<file path="src/rtl/tt_slot_wrapper.sv">
// Project-slot wrapper: unpacks mux bus to project pins, sequences
// enable/reset-hold, isolates outputs unless running.
module tt_slot_wrapper #(
  parameter int UI_W     = 8,
  parameter int UO_W     = 8,
  parameter int UIO_W    = 8,
  parameter int RST_HOLD = 4,
  parameter int IN_REG   = 1,
  parameter int OUT_REG  = 1
) (
  input  logic                      clk,
  input  logic                      rst,
  input  logic                      ena,
  input  logic [UIO_W+UI_W:0]       iw,
  output logic [2*UIO_W+UO_W-1:0]   ow,
  output logic                      proj_ena,
  output logic                      proj_rst_n,
  output logic [UI_W-1:0]           proj_ui_in,
  output logic [UIO_W-1:0]          proj_uio_in,
  input  logic [UO_W-1:0]           proj_uo_out,
  input  logic [UIO_W-1:0]          proj_uio_out,
  input  logic [UIO_W-1:0]          proj_uio_oe,
  output logic [1:0]                slot_state
);

  localparam int IW_W = UIO_W + UI_W + 1;
  localparam int OW_W = 2*UIO_W + UO_W;
  localparam int CW   = $clog2(RST_HOLD) + 1;

  localparam logic [1:0] OFF  = 2'd0;
  localparam logic [1:0] HOLD = 2'd1;
  localparam logic [1:0] RUN  = 2'd2;

  localparam logic [CW-1:0] LOAD = CW'(RST_HOLD - 1);

  logic [1:0]      state;
  logic [CW-1:0]   cnt;
  logic [IW_W-1:0] iw_eff;
  logic [OW_W-1:0] packed_o;
  logic            req_n;

  generate
    if (IN_REG != 0) begin : g_in_reg
      logic [IW_W-1:0] iw_q;
      always_ff @(posedge clk or posedge rst) begin
        if (rst)      iw_q <= '0;
        else if (ena) iw_q <= iw;
        else          iw_q <= '0;
      end
      assign iw_eff = iw_q;
    end else begin : g_in_comb
      assign iw_eff = (state == OFF) ? '0 : iw;
    end
  endgenerate

  assign req_n       = iw_eff[0];
  assign proj_ui_in  = iw_eff[UI_W:1];
  assign proj_uio_in = iw_eff[IW_W-1:UI_W+1];

  // ena outranks everything; a low rst_n_req restarts the hold window
  always_ff @(posedge clk or posedge rst) begin
    if (rst) begin
      state <= OFF;
      cnt   <= '0;
    end else if (!ena) begin
      state <= OFF;
      cnt   <= '0;
    end else if (state == OFF) begin
      state <= HOLD;
      cnt   <= LOAD;
    end else if (state == HOLD) begin
      if (!req_n) begin
        cnt <= LOAD;
      end else if (cnt != '0) begin
        cnt <= cnt - 1'b1;
      end else begin
        state <= RUN;
      end
    end else if (state == RUN) begin
      if (!req_n) begin
        state <= HOLD;
        cnt   <= LOAD;
      end
    end else begin
      state <= OFF;
      cnt   <= '0;
    end
  end

  assign proj_ena   = (state != OFF);
  assign proj_rst_n = (state == RUN);
  assign slot_state = state;

  assign packed_o = (state == RUN) ?
    {proj_uio_oe, proj_uio_out, proj_uo_out} : '0;

  generate
    if (OUT_REG != 0) begin : g_out_reg
      logic [OW_W-1:0] ow_q;
      always_ff @(posedge clk or posedge rst) begin
        if (rst) ow_q <= '0;
        else     ow_q <= packed_o;
      end
      assign ow = ow_q;
    end else begin : g_out_comb
      assign ow = packed_o;
    end
  endgenerate

endmodule
</file>
<file path="config.mk">
export PLATFORM = sky130hd
export DESIGN_NAME = tt_slot_wrapper
export DESIGN_NICKNAME = d
export VERILOG_FILES = /design/src/rtl/tt_slot_wrapper.sv
export SDC_FILE = /design/constraint.sdc
export NUM_CORES = 1
export LEC_CHECK = 0
export ABC_AREA = 1
export BUFFER_PORTS_ARGS = -buffer_cell sky130_fd_sc_hd__buf_2
export CAP_MARGIN = 10
export CORE_UTILIZATION = 36
export DETAILED_ROUTE_END_ITERATION = 10
export PLACE_DENSITY = 0.62
export SYNTH_ARGS = -nofsm -noshare
export SYNTH_HDL_FRONTEND = slang
export SYNTH_SLANG_ARGS = --single-unit
</file>
<file path="constraint.sdc">
create_clock -name clk -period 4.37 [get_ports clk]
set_clock_uncertainty 0.15 [all_clocks]
set_input_delay 0.6555 -clock clk [delete_from_list [all_inputs] [get_ports clk]]
set_output_delay 0.6555 -clock clk [all_outputs]
set_load 0.01 [all_outputs]
</file>
# [After elaboration in Yosys (flattened, before gate mapping)]
# Index checks and enable logic that the tools add are counted.
[word_totals] in_bits=44 elab_cells=32 reg_bits=46 output_inout_bits=44
[classes] n_eq_ne=6 n_reduce_logical=5 mux=16 add_sub_neg=1
[ops] cell="2-to-1 mux 24 bit" n=1
[ops] cell="2-to-1 mux 3 bit" n=7
[ops] cell="2-to-1 mux 17 bit" n=1
[ops] cell="2-to-1 mux 2 bit" n=7
[ops] cell="inequality test 4 bit (second input constant)" n=2
[ops] cell="inequality test 5 x 3 -> 1 bit (second input constant)" n=1
[ops] cell="inequality test 5 x 4 -> 1 bit (second input constant)" n=1
[ops] cell="AND reduction 3 bit" n=1
[ops] cell="nonzero test 3 bit" n=1
[ops] cell="subtractor 3 x 1 -> 3 bit (second input constant)" n=1
[ops] cell="== test 2 x 1 -> 1 bit (second input constant)" n=1
[ops] cell="== test 2 bit (second input constant)" n=1
[ops] cell="logical NOT 2 bit" n=1
[ops] cell="AND reduction 2 bit" n=1
[ops] cell="nonzero test 2 bit" n=1

# [Longest topological paths before layout]
# Gate-level depths: netlist of run 1.
[depth] depth_word=6 mapped_depth=8 depth_no_buf=8

# [Least setup slack after synthesis of run 1]
# Ideal clock, no wire load.
[synth_path] path_kind="register to output" start="register state[0] (netlist: slot_state[0])" end="output port proj_rst_n" t_arrival_ns=0.890 path_stages_with_launch=5 n_path_buf=1 required_ns=3.564 setup_slack_ns=2.675 path_cell_list="dfrtp_1 > inv_2 > nand2_4 > buf_2 > inv_1"
[synth_via] elab_chain_cells=1
[synth_rtl] element="start: declaration" line_no="36" source="logic [1:0] state;"
[synth_rtl] element="start signal: assignment" line_no="63" source="state <= OFF;"
[synth_rtl] element="start signal: assignment" line_no="66" source="state <= OFF;"
[synth_rtl] element="start signal: assignment" line_no="69" source="state <= HOLD;"
[synth_rtl] element="== test 2 bit" line_no="91" source="assign proj_rst_n = (state == RUN);"
[synth_rtl] element="end: declaration" line_no="17" source="output logic proj_rst_n,"
# No other way between the ends.

# [Worst setup path in the final report of run 1]
# Ends and elaborated chain as after synthesis.

==> results.py, run 1 <==
metrics = {
    "critical_path": {
        "crit_type": "flop to primary output",
        "cpPeakStageDelay_ps": 460,
        "r2r_slack_ps": 2950,
        "arrival_ps": 1280,
        "cp_top_family": "flip-flops",
        "worstPathRequired_ps": 3560,
        "startpoint": "slot_state[0]",
        "slowest_stage": "dfrtp_1",
        "critPathMaxFanout": 26,
        "cp_num_buf_inv": 3,
        "cp-end-kind": "primary output",
        "path_cells": "inv_2 -> nand2_4 -> inv_1 -> buf_2",
        "worstReg2RegStart": "slot_state[0]",
        "start_kind": "flop",
    },
    "synth": {
        "synth_common_cells": "inv_1, dfrtp_1, nand2_1, nor2_1, buf_4",
        "post-synth-top-count-cell": "inv_1",
        "syn-num-nets": 236,
        "mappedNetlistArea_sq_um": 1827,
        "async_flop_share_pct": 100.0,
        "synthCells": 190,
        "synth_cell_types": 16,
        "synth_area_leaders": "dfrtp_1, inv_1, buf_4",
        "yosysWarnings": 0,
        "synth_edf_count": 0,
        "synth-main-ff-cell": "dfrtp_1",
        "synth_seq_cells": 46,
        "synth.top_cell.area_share_pct": 63.01,
        "synth_area_leader_cell": "dfrtp_1",
        "yosysSeqAreaShare_pct": 63.01,
        "avgSynthCellArea_sq_um": 9.614,
    },
    "power_and_ir_drop": {
        "ir_drop_v": 0.0001285,
        "combPwrFrac_pct": 10.2,
        "p_seq_share_pct": 57.7,
        "powerDensity_nw_per_um2": 338.3,
        "switching_share_pct": 24.39,
        "leakagePower_nw": 1.536,
        "p_clk_share_pct": 32.1,
        "p_total_mw": 0.7733,
        "p_int_mw": 0.5847,
        "p_sw_mw": 0.1886,
    },
    "sta": {
        "max_slew.worst_pin.slew_ps": 916.0,
        "slew_headroom_pct": 38.85,
        "finalCritPeriodShare_pct": 47.82,
        "grt_setup_unrepaired": "false",
        "setup_tns_ps": 0,
        "setup_ws_ps": 2280,
        "fmax_mhz": 478.5,
        "holdWs_ps": 362.1,
        "finalCriticalPeriod_ps": 2090,
        "finalHoldViolCount": 0,
        "slew_viol_final": 0,
        "setup_viol": 0,
    },
    "layout": {
        "drive_gt1_share_pct": 39.25,
        "insertedDiodeCount": 0,
        "layout.nets": 310,
        "final_util_pct": 47.45,
        "regArea_sq_um": 1151,
        "stdcell_count": 332,
        "multi_input_area_sq_um": 337.8,
        "fillers": 479,
        "area_delta_synth_final_pct": 25.14,
        "design_area_sq_um": 2286,
    },
    "clock_network": {
        "cts.sinks": 46,
        "post_cts_buffers": 0,
        "cts_tree": "built",
        "path_clk_slew_ps": 80,
        "clkLatencyLatePin_ps": 290,
        "cts-root-buf": "clkbuf_8",
        "h-tree-depth": 2,
        "numCtsBuffers": 5,
        "ctsResizeCount": 0,
        "clockBufferDepth": 2,
        "hold_buffers": 0,
    },
    "detailed_routing": {
        "drtIter0Drc": 49,
        "via_count": 1285,
        "dr.pass1.iters": 4,
        "routed_wirelength_microns": 3167,
        "drc": 0,
        "wl_per_cell_microns": 9.539,
        "vias_per_cell": 3.870,
        "ant_nets": 0,
    },
    "floorplan": {
        "io_pins": 88,
        "die_x_microns": 73.24,
        "rows": 25,
        "die_h_microns": 73.24,
        "start_util_pct": 37.92,
        "die-area_sq_um": 5363,
        "core_sq_um": 4817,
    },
    "placed_design": {
        "place_inst": 324,
        "hpwl_microns": 2277,
        "placed_area_sq_um": 2200,
        "port_buffers": 87,
        "place_ws_ps": 2592,
        "gp_congestion": 0.8118,
    },
    "global_route": {
        "overflow": 0,
        "grt_pass1_vias": 1158,
        "grt_pass1_wl_microns": 4974,
        "grtUsageTotal_pct": 12.58,
        "met3_usage_pct": 5.249,
        "met2_usage_pct": 20.16,
        "met1_usage_pct": 14.56,
        "grt_max_degree": 47,
        "grt.busiest_layer": "met2",
        "antenna_found_initial": 0,
    },
    "run": {
        "drv_cap": 0,
    },
    "outcome": {
        "status": "finished, final reports clean",
    },
    "worst_hold_path": {
        "min-delay-start": "cnt[1]",
        "holdCritPathClass": "flop to flop",
    },
}
==> worst min-delay path: cells and delay by family, from the launching register on <==
kind	cells	cell delay [ps]
flops	1	360
compound gates	1	60
simple gates	1	50
==> metal layers <==
metal  up-vias  share of wire [%]
met3         4                9.2
li1        660                  -
met5         -                  0
met2        56                 45
met4         0                1.7
met1       565                 44
==> power by group through the flow <==
stage                     logic, mW  registers, mW  clock network (mW)
after floorplan              0.0529          0.455                   0
after global placement       0.0807          0.454                   0
after detailed placement     0.0805          0.454                   0
after CTS                    0.0811          0.446               0.259
after global routing         0.0915          0.448               0.278
final                        0.0790          0.446               0.248
==> cell families after synthesis <==
family / after synthesis / synth area share, %
buffers and inverters: 71 / 18.49
AND/OR/NAND/NOR: 66 / 15.14
flip-flops: 46 / 63.01
AO/OA/AOI/OAI: 5 / 1.987
adder cells (fa/ha/maj): 2 / 1.370
==> final timing paths <==
check,to,cells past startpoint
worst min-delay path,cnt[1],2
min in group asynchronous,g_in_reg.iw_q[7],2
worst max-delay path,proj_rst_n,4
max in group asynchronous,slot_state[1],2
worst min register to register,cnt[1],2
worst max register to register,cnt[0],7
==> flip-flops by register name, indices dropped and copies added (netlist names) <==
name,cells
slot_state,2
cnt,3
ow,24
g_in_reg.iw_q,17
==> layout by cell type (no fill, tap or decap) <==
cell / n
dfrtp_1: 46
nand3_2: 2
clkinv_2: 1
nand2_1: 30
buf_2: 87
nor2_1: 28
clkbuf_8: 5
inv_2: 4
o21ai_4: 1
inv_1: 47
nor2_2: 2
a21oi_1: 2
o21ai_1: 2
clkinv_4: 1
nand3_1: 3
clkbuf_1: 1
nand2_4: 1
ha_1: 2
==> layout make-up <==
| class | count | share of cell area [%] |
|---|---|---|
| flip-flops and latches | 46 | 50.36 |
| repair buffers | 87 | 19.05 |
| multi-input cells | 73 | 14.78 |
| inverters | 51 | 8.374 |
| well taps | 67 | 3.667 |
| clock buffers | 6 | 3.175 |
| clock inverters | 2 | 0.6021 |
Power figures use the tool's default switching activity.
==> run 2: changes to the inputs <==
==> constraint.sdc (replaced) <==
create_clock -name clk -period 2.1 [get_ports clk]
set_clock_uncertainty 0.15 [all_clocks]
set_input_delay 0.315 -clock clk [delete_from_list [all_inputs] [get_ports clk]]
set_output_delay 0.315 -clock clk [all_outputs]
set_load 0.01 [all_outputs]
==> results.py, run 2 (synthesis results as in run 1) <==
metrics = {
    "outcome": {
        "status": "finished, final reports clean",
    },
    "critical_path": {
        "cp-end-kind": "primary output",
        "worstReg2RegStart": "slot_state[0]",
        "arrival_ps": 1260,
        "ff2ff_path_depth": 7,
        "start_kind": "flop",
        "r2r_slack_ps": 690,
        "critPathMaxFanout": 26,
        "worstReg2RegEnd": "cnt[1]",
        "worstPathRequired_ps": 1630,
        "crit_type": "flop to primary output",
    },
    "sta": {
        "fmax_mhz": 578.7,
        "grt_setup_unrepaired": "false",
        "setup_tns_ps": 0,
        "setup_viol": 0,
        "finalCritPeriodShare_pct": 82.29,
        "max_slew.worst_pin.slew_ps": 434.1,
        "finalCriticalPeriod_ps": 1728,
        "setup_ws_ps": 371.9,
        "slew_headroom_pct": 71.02,
        "slew_viol_final": 0,
        "finalHoldViolCount": 0,
    },
    "placed_design": {
        "place_ws_ps": 681.8,
        "port_buffers": 87,
        "hpwl_microns": 2278,
        "placed_area_sq_um": 2215,
        "place_inst": 326,
        "gp_congestion": 0.7721,
    },
    "clock_network": {
        "clockBufferDepth": 2,
        "ctsResizeCount": 0,
        "cts.sinks": 46,
        "cts-root-buf": "clkbuf_8",
        "numCtsBuffers": 5,
        "path_clk_slew_ps": 80,
        "post_cts_buffers": 0,
        "cts_tree": "built",
        "h-tree-depth": 2,
        "clkLatencyLatePin_ps": 290,
    },
    "detailed_routing": {
        "ant_nets": 0,
        "vias_per_cell": 3.827,
        "drc": 0,
        "drtIter0Drc": 54,
        "wl_per_cell_microns": 9.546,
        "dr.pass1.iters": 4,
        "via_count": 1282,
        "routed_wirelength_microns": 3198,
    },
    "layout": {
        "design_area_sq_um": 2316,
        "area_delta_synth_final_pct": 26.78,
        "insertedDiodeCount": 0,
        "layout.nets": 313,
        "layout_common_cells": "buf_2, inv_1, dfrtp_1",
        "largest_reg_flops": 24,
        "fillers": 477,
        "final_common_cell": "buf_2",
        "drive_gt1_share_pct": 39.55,
        "stdcell_count": 335,
    },
    "power_and_ir_drop": {
        "p_total_mw": 1.638,
        "ir_drop_v": 0.0002578,
        "leakagePower_nw": 1.553,
        "powerDensity_nw_per_um2": 707.4,
    },
    "global_route": {
        "grt_pass1_vias": 1208,
        "grt_pass1_wl_microns": 5181,
        "overflow": 0,
        "grtUsageTotal_pct": 12.96,
        "grt_max_degree": 27,
        "antenna_found_initial": 0,
    },
    "floorplan": {
        "rows": 25,
        "die_x_microns": 73.24,
        "die-area_sq_um": 5363,
        "die_h_microns": 73.24,
        "start_util_pct": 37.92,
        "io_pins": 88,
        "core_sq_um": 4817,
    },
    "worst_hold_path": {
        "min-delay-start": "iw[2]",
        "whs_path_depth": 3,
        "holdCritPathClass": "primary input to flop",
        "worstHoldEndpoint": "g_in_reg.iw_q[2]",
    },
    "run": {
        "drv_cap": 0,
    },
}
[run 2: power breakdown]
group	total [mW]	switching [mW]	internal, mW
clock network	0.543	0.277	0.266
logic	0.169	0.0957	0.0733
registers	0.927	0.0144	0.912
[run 2: routing by layer]
metal	up-vias	GRT usage, %	routed length (microns)
met5	-	0	0
met4	0	4.575	28
met3	4	5.249	322
met2	59	21.71	1456
met1	552	14.93	1390
li1	667	-	-
[run 2: worst max path at each step]
stage / end / cells past startpoint / slack [ps] / startpoint
global route: proj_rst_n / 4 / 250 / slot_state[0]
floorplan: cnt[0] / 1 / 550 / rst
global placement: proj_rst_n / 4 / 700 / slot_state[0]
finish: proj_rst_n / 4 / 370 / slot_state[0]
CTS: proj_rst_n / 4 / 340 / slot_state[0]
detailed placement: proj_rst_n / 4 / 680 / slot_state[0]
[run 2: critical path, cell delays in order, from the launching register on]
cell,delay [ps]
dfrtp_1,450
inv_2,80
nand2_4,240
inv_1,60
buf_2,140
[run 2: layout make-up]
type	count	area [sq um]	share of cell area (%)
clock buffer	7	86.33	3.728
clock inverter	1	5.005	0.2161
inverter	51	191.4	8.266
multi-input combinational	73	337.8	14.59
sequential	46	1151	49.70
tap	67	83.83	3.620
timing repair buffer	90	460.4	19.88
[run 2: per-stage QoR]
stage	utilization [%]	hold WS (ps)
finish	48.08	55.81
global route	48.08	55.79
CTS	48.08	43.76
detailed placement	45.97	192.3
global placement	45.97	195.3
floorplan	-	268.9
[run 2: repair_timing]
action                                  4_1_cts  5_1_grt
hold endpoints to repair                     20        0
hold buffers                                  1        0
endpoints found under the setup margin        0        0
==> run 3: changes to the inputs <==
--- a/config.mk
+++ b/config.mk
@@ -5,12 +5,12 @@
 export SDC_FILE = /design/constraint.sdc
 export NUM_CORES = 1
 export LEC_CHECK = 0
-export ABC_AREA = 1
+export ABC_AREA = 0
 export BUFFER_PORTS_ARGS = -buffer_cell sky130_fd_sc_hd__buf_2
 export CAP_MARGIN = 10
 export CORE_UTILIZATION = 36
 export DETAILED_ROUTE_END_ITERATION = 10
-export PLACE_DENSITY = 0.62
+export PLACE_DENSITY = 0.63
 export SYNTH_ARGS = -nofsm -noshare
 export SYNTH_HDL_FRONTEND = slang
 export SYNTH_SLANG_ARGS = --single-unit
==> constraint.sdc (replaced) <==
create_clock -name clk -period 1.6 [get_ports clk]
set_clock_uncertainty 0.15 [all_clocks]
set_input_delay 0.24 -clock clk [delete_from_list [all_inputs] [get_ports clk]]
set_output_delay 0.24 -clock clk [all_outputs]
set_load 0.01 [all_outputs]
==> results.py, run 3 <==
metrics = {
    "detailed_routing": {
        "drc": 11,
        "wl_per_cell_microns": 12.19,
        "routed_wirelength_microns": 3424,
        "ant_nets": 0,
        "vias_per_cell": 4.363,
        "via_count": 1226,
        "drtIter0Drc": 76,
        "dr.pass1.iters": 7,
    },
    "power_and_ir_drop": {
        "combPwrFrac_pct": 10.0,
        "p_seq_share_pct": 58.3,
        "powerDensity_nw_per_um2": 859.3,
        "p_sw_mw": 0.4580,
        "p_total_mw": 2.065,
        "p_clk_share_pct": 31.7,
        "p_int_mw": 1.607,
        "switching_share_pct": 22.18,
        "ir_drop_v": 0.0003523,
        "leakagePower_nw": 1.367,
    },
    "sta": {
        "holdWs_ps": 2.951,
        "setup_ws_ps": 42.04,
        "finalCriticalPeriod_ps": 1558,
        "setup_viol": 0,
        "grt_setup_unrepaired": "true",
        "finalHoldViolCount": 0,
        "fmax_mhz": 641.9,
        "finalCritPeriodShare_pct": 97.37,
        "slew_headroom_pct": 76.24,
        "slew_viol_final": 0,
        "max_slew.worst_pin.slew_ps": 355.8,
    },
    "floorplan": {
        "die-area_sq_um": 5092,
        "core_sq_um": 4474,
        "rows": 24,
        "die_h_microns": 71.36,
        "die_x_microns": 71.36,
        "start_util_pct": 38.70,
        "io_pins": 88,
    },
    "placed_design": {
        "gp_congestion": 0.8151,
        "port_buffers": 87,
        "placed_area_sq_um": 2140,
        "place_ws_ps": 20.46,
        "place_inst": 257,
        "hpwl_microns": 2265,
    },
    "layout": {
        "drive_gt1_share_pct": 48.03,
        "layout.nets": 275,
        "multi_input_area_sq_um": 426.7,
        "stdcell_count": 281,
        "insertedDiodeCount": 0,
        "area_delta_synth_final_pct": 38.80,
        "design_area_sq_um": 2404,
        "regArea_sq_um": 1152,
        "final_common_cell": "buf_2",
        "fillers": 388,
        "layout_common_cells": "buf_2, dfrtp_1, and2_1",
        "largest_reg_flops": 24,
    },
    "synth": {
        "synth_cell_types": 22,
        "mappedNetlistArea_sq_um": 1732,
        "synth.top_cell.area_share_pct": 66.47,
        "yosysWarnings": 0,
        "synth_common_cells": "dfrtp_1, and2_1, buf_4, inv_1, o21ai_0",
        "yosysSeqAreaShare_pct": 66.47,
        "avgSynthCellArea_sq_um": 12.92,
        "async_flop_share_pct": 100.0,
        "synth-main-ff-cell": "dfrtp_1",
        "post-synth-top-count-cell": "dfrtp_1",
        "synth_area_leader_cell": "dfrtp_1",
        "synth_seq_cells": 46,
        "synth_edf_count": 0,
        "synth_area_leaders": "dfrtp_1, and2_1, buf_4",
        "syn-num-nets": 180,
        "synthCells": 134,
    },
    "critical_path": {
        "arrival_ps": 1630,
        "critPathMaxFanout": 3,
        "ff2ff_path_depth": 5,
        "worstPathRequired_ps": 1670,
        "start_kind": "flop",
        "slowest_stage": "dfrtp_1",
        "crit_type": "flop to flop",
        "path_cells": "inv_2 -> ha_1 -> or3b_1 -> a211o_1 -> a21oi_2",
        "cpPeakStageDelay_ps": 400,
        "cp-end-kind": "flop",
    },
    "global_route": {
        "grt_pass1_wl_microns": 5188,
        "met1_usage_pct": 16.19,
        "grt_max_degree": 32,
        "grt.busiest_layer": "met2",
        "antenna_found_initial": 0,
        "met3_usage_pct": 5.907,
        "met2_usage_pct": 21.06,
        "grt_pass1_vias": 1118,
        "grtUsageTotal_pct": 13.55,
        "overflow": 0,
    },
    "clock_network": {
        "clkLatencyLatePin_ps": 290,
        "clockBufferDepth": 2,
        "cts.sinks": 46,
        "cts-root-buf": "clkbuf_8",
        "cts_tree": "built",
        "h-tree-depth": 2,
        "path_clk_slew_ps": 80,
        "numCtsBuffers": 5,
    },
    "run": {
        "drv_cap": 0,
    },
    "worst_hold_path": {
        "whs_path_depth": 2,
        "holdCritPathClass": "primary input to flop",
    },
    "outcome": {
        "violations": "design-rule violations",
        "status": "finished, violations left",
    },
}
## run 3: through the flow
stage	util, %	TNS, ps
2_1_floorplan	-	0
6_report	53.72	0
3_5_place_dp	47.82	0
5_1_grt	53.72	-5.447
3_3_place_gp	47.82	0
4_1_cts	53.38	0
## run 3: cells by family after synthesis
family / Yosys count / share of synthesized area [%]
adders and majority gates: 2 / 1.445
DFF: 46 / 66.47
AOI/OAI and AO/OA: 8 / 3.107
and+or+nand+nor: 50 / 18.50
muxes: 2 / 1.156
buffers and inverters: 26 / 9.321
## run 3: per-layer routing
layer | part of all wire (%) | routed length, microns
met5 | 0 | 0
met4 | 2.7 | 91
met3 | 9.6 | 329
met2 | 45 | 1539
met1 | 43 | 1462
## run 3: power groups by stage
| stage | registers (mW) | clock network (mW) | logic, mW |
|---|---|---|---|
| after floorplan | 1.23 | 0 | 0.103 |
| final | 1.20 | 0.655 | 0.206 |
| after global placement | 1.23 | 0 | 0.176 |
| after CTS | 1.20 | 0.684 | 0.207 |
| after detailed placement | 1.23 | 0 | 0.175 |
| after global routing | 1.21 | 0.728 | 0.231 |
## run 3: repair_timing
item                       4_1_cts  5_1_grt
hold endpoints to repair        28        1
hold buffers                    14        1
buffers inserted                 2        0
setup endpoints to repair        2        2
gates resized for setup          4        4
## run 3: final timing paths
check / from / endpoint / slack, ps
setup reg to reg: cnt[0] / cnt[2] / 40
max in group asynchronous: rst / slot_state[0] / 510
min in group asynchronous: rst / ow[17] / 310
hold / removal: proj_uo_out[2] / ow[2] / 3
setup / recovery: cnt[0] / cnt[2] / 40
hold reg to reg: cnt[1] / cnt[1] / 410
## run 3: final cells by class
cell class,instances,area share [%]
Tap cell,52,2.707
Inverter,5,0.7808
Timing Repair Buffer,109,27.49
Sequential cell,46,47.94
Clock inverter,1,0.3123
Multi-Input combinational cell,62,17.75
Clock buffer,6,3.019
## run 3: worst max-delay path, delay by kind of cell (launching register included)
kind            cells  cell delay (ps)
simple gates        1              340
fa+ha+maj           1              150
compound gates      2              370
buf+inv             1               80
flops               1              400
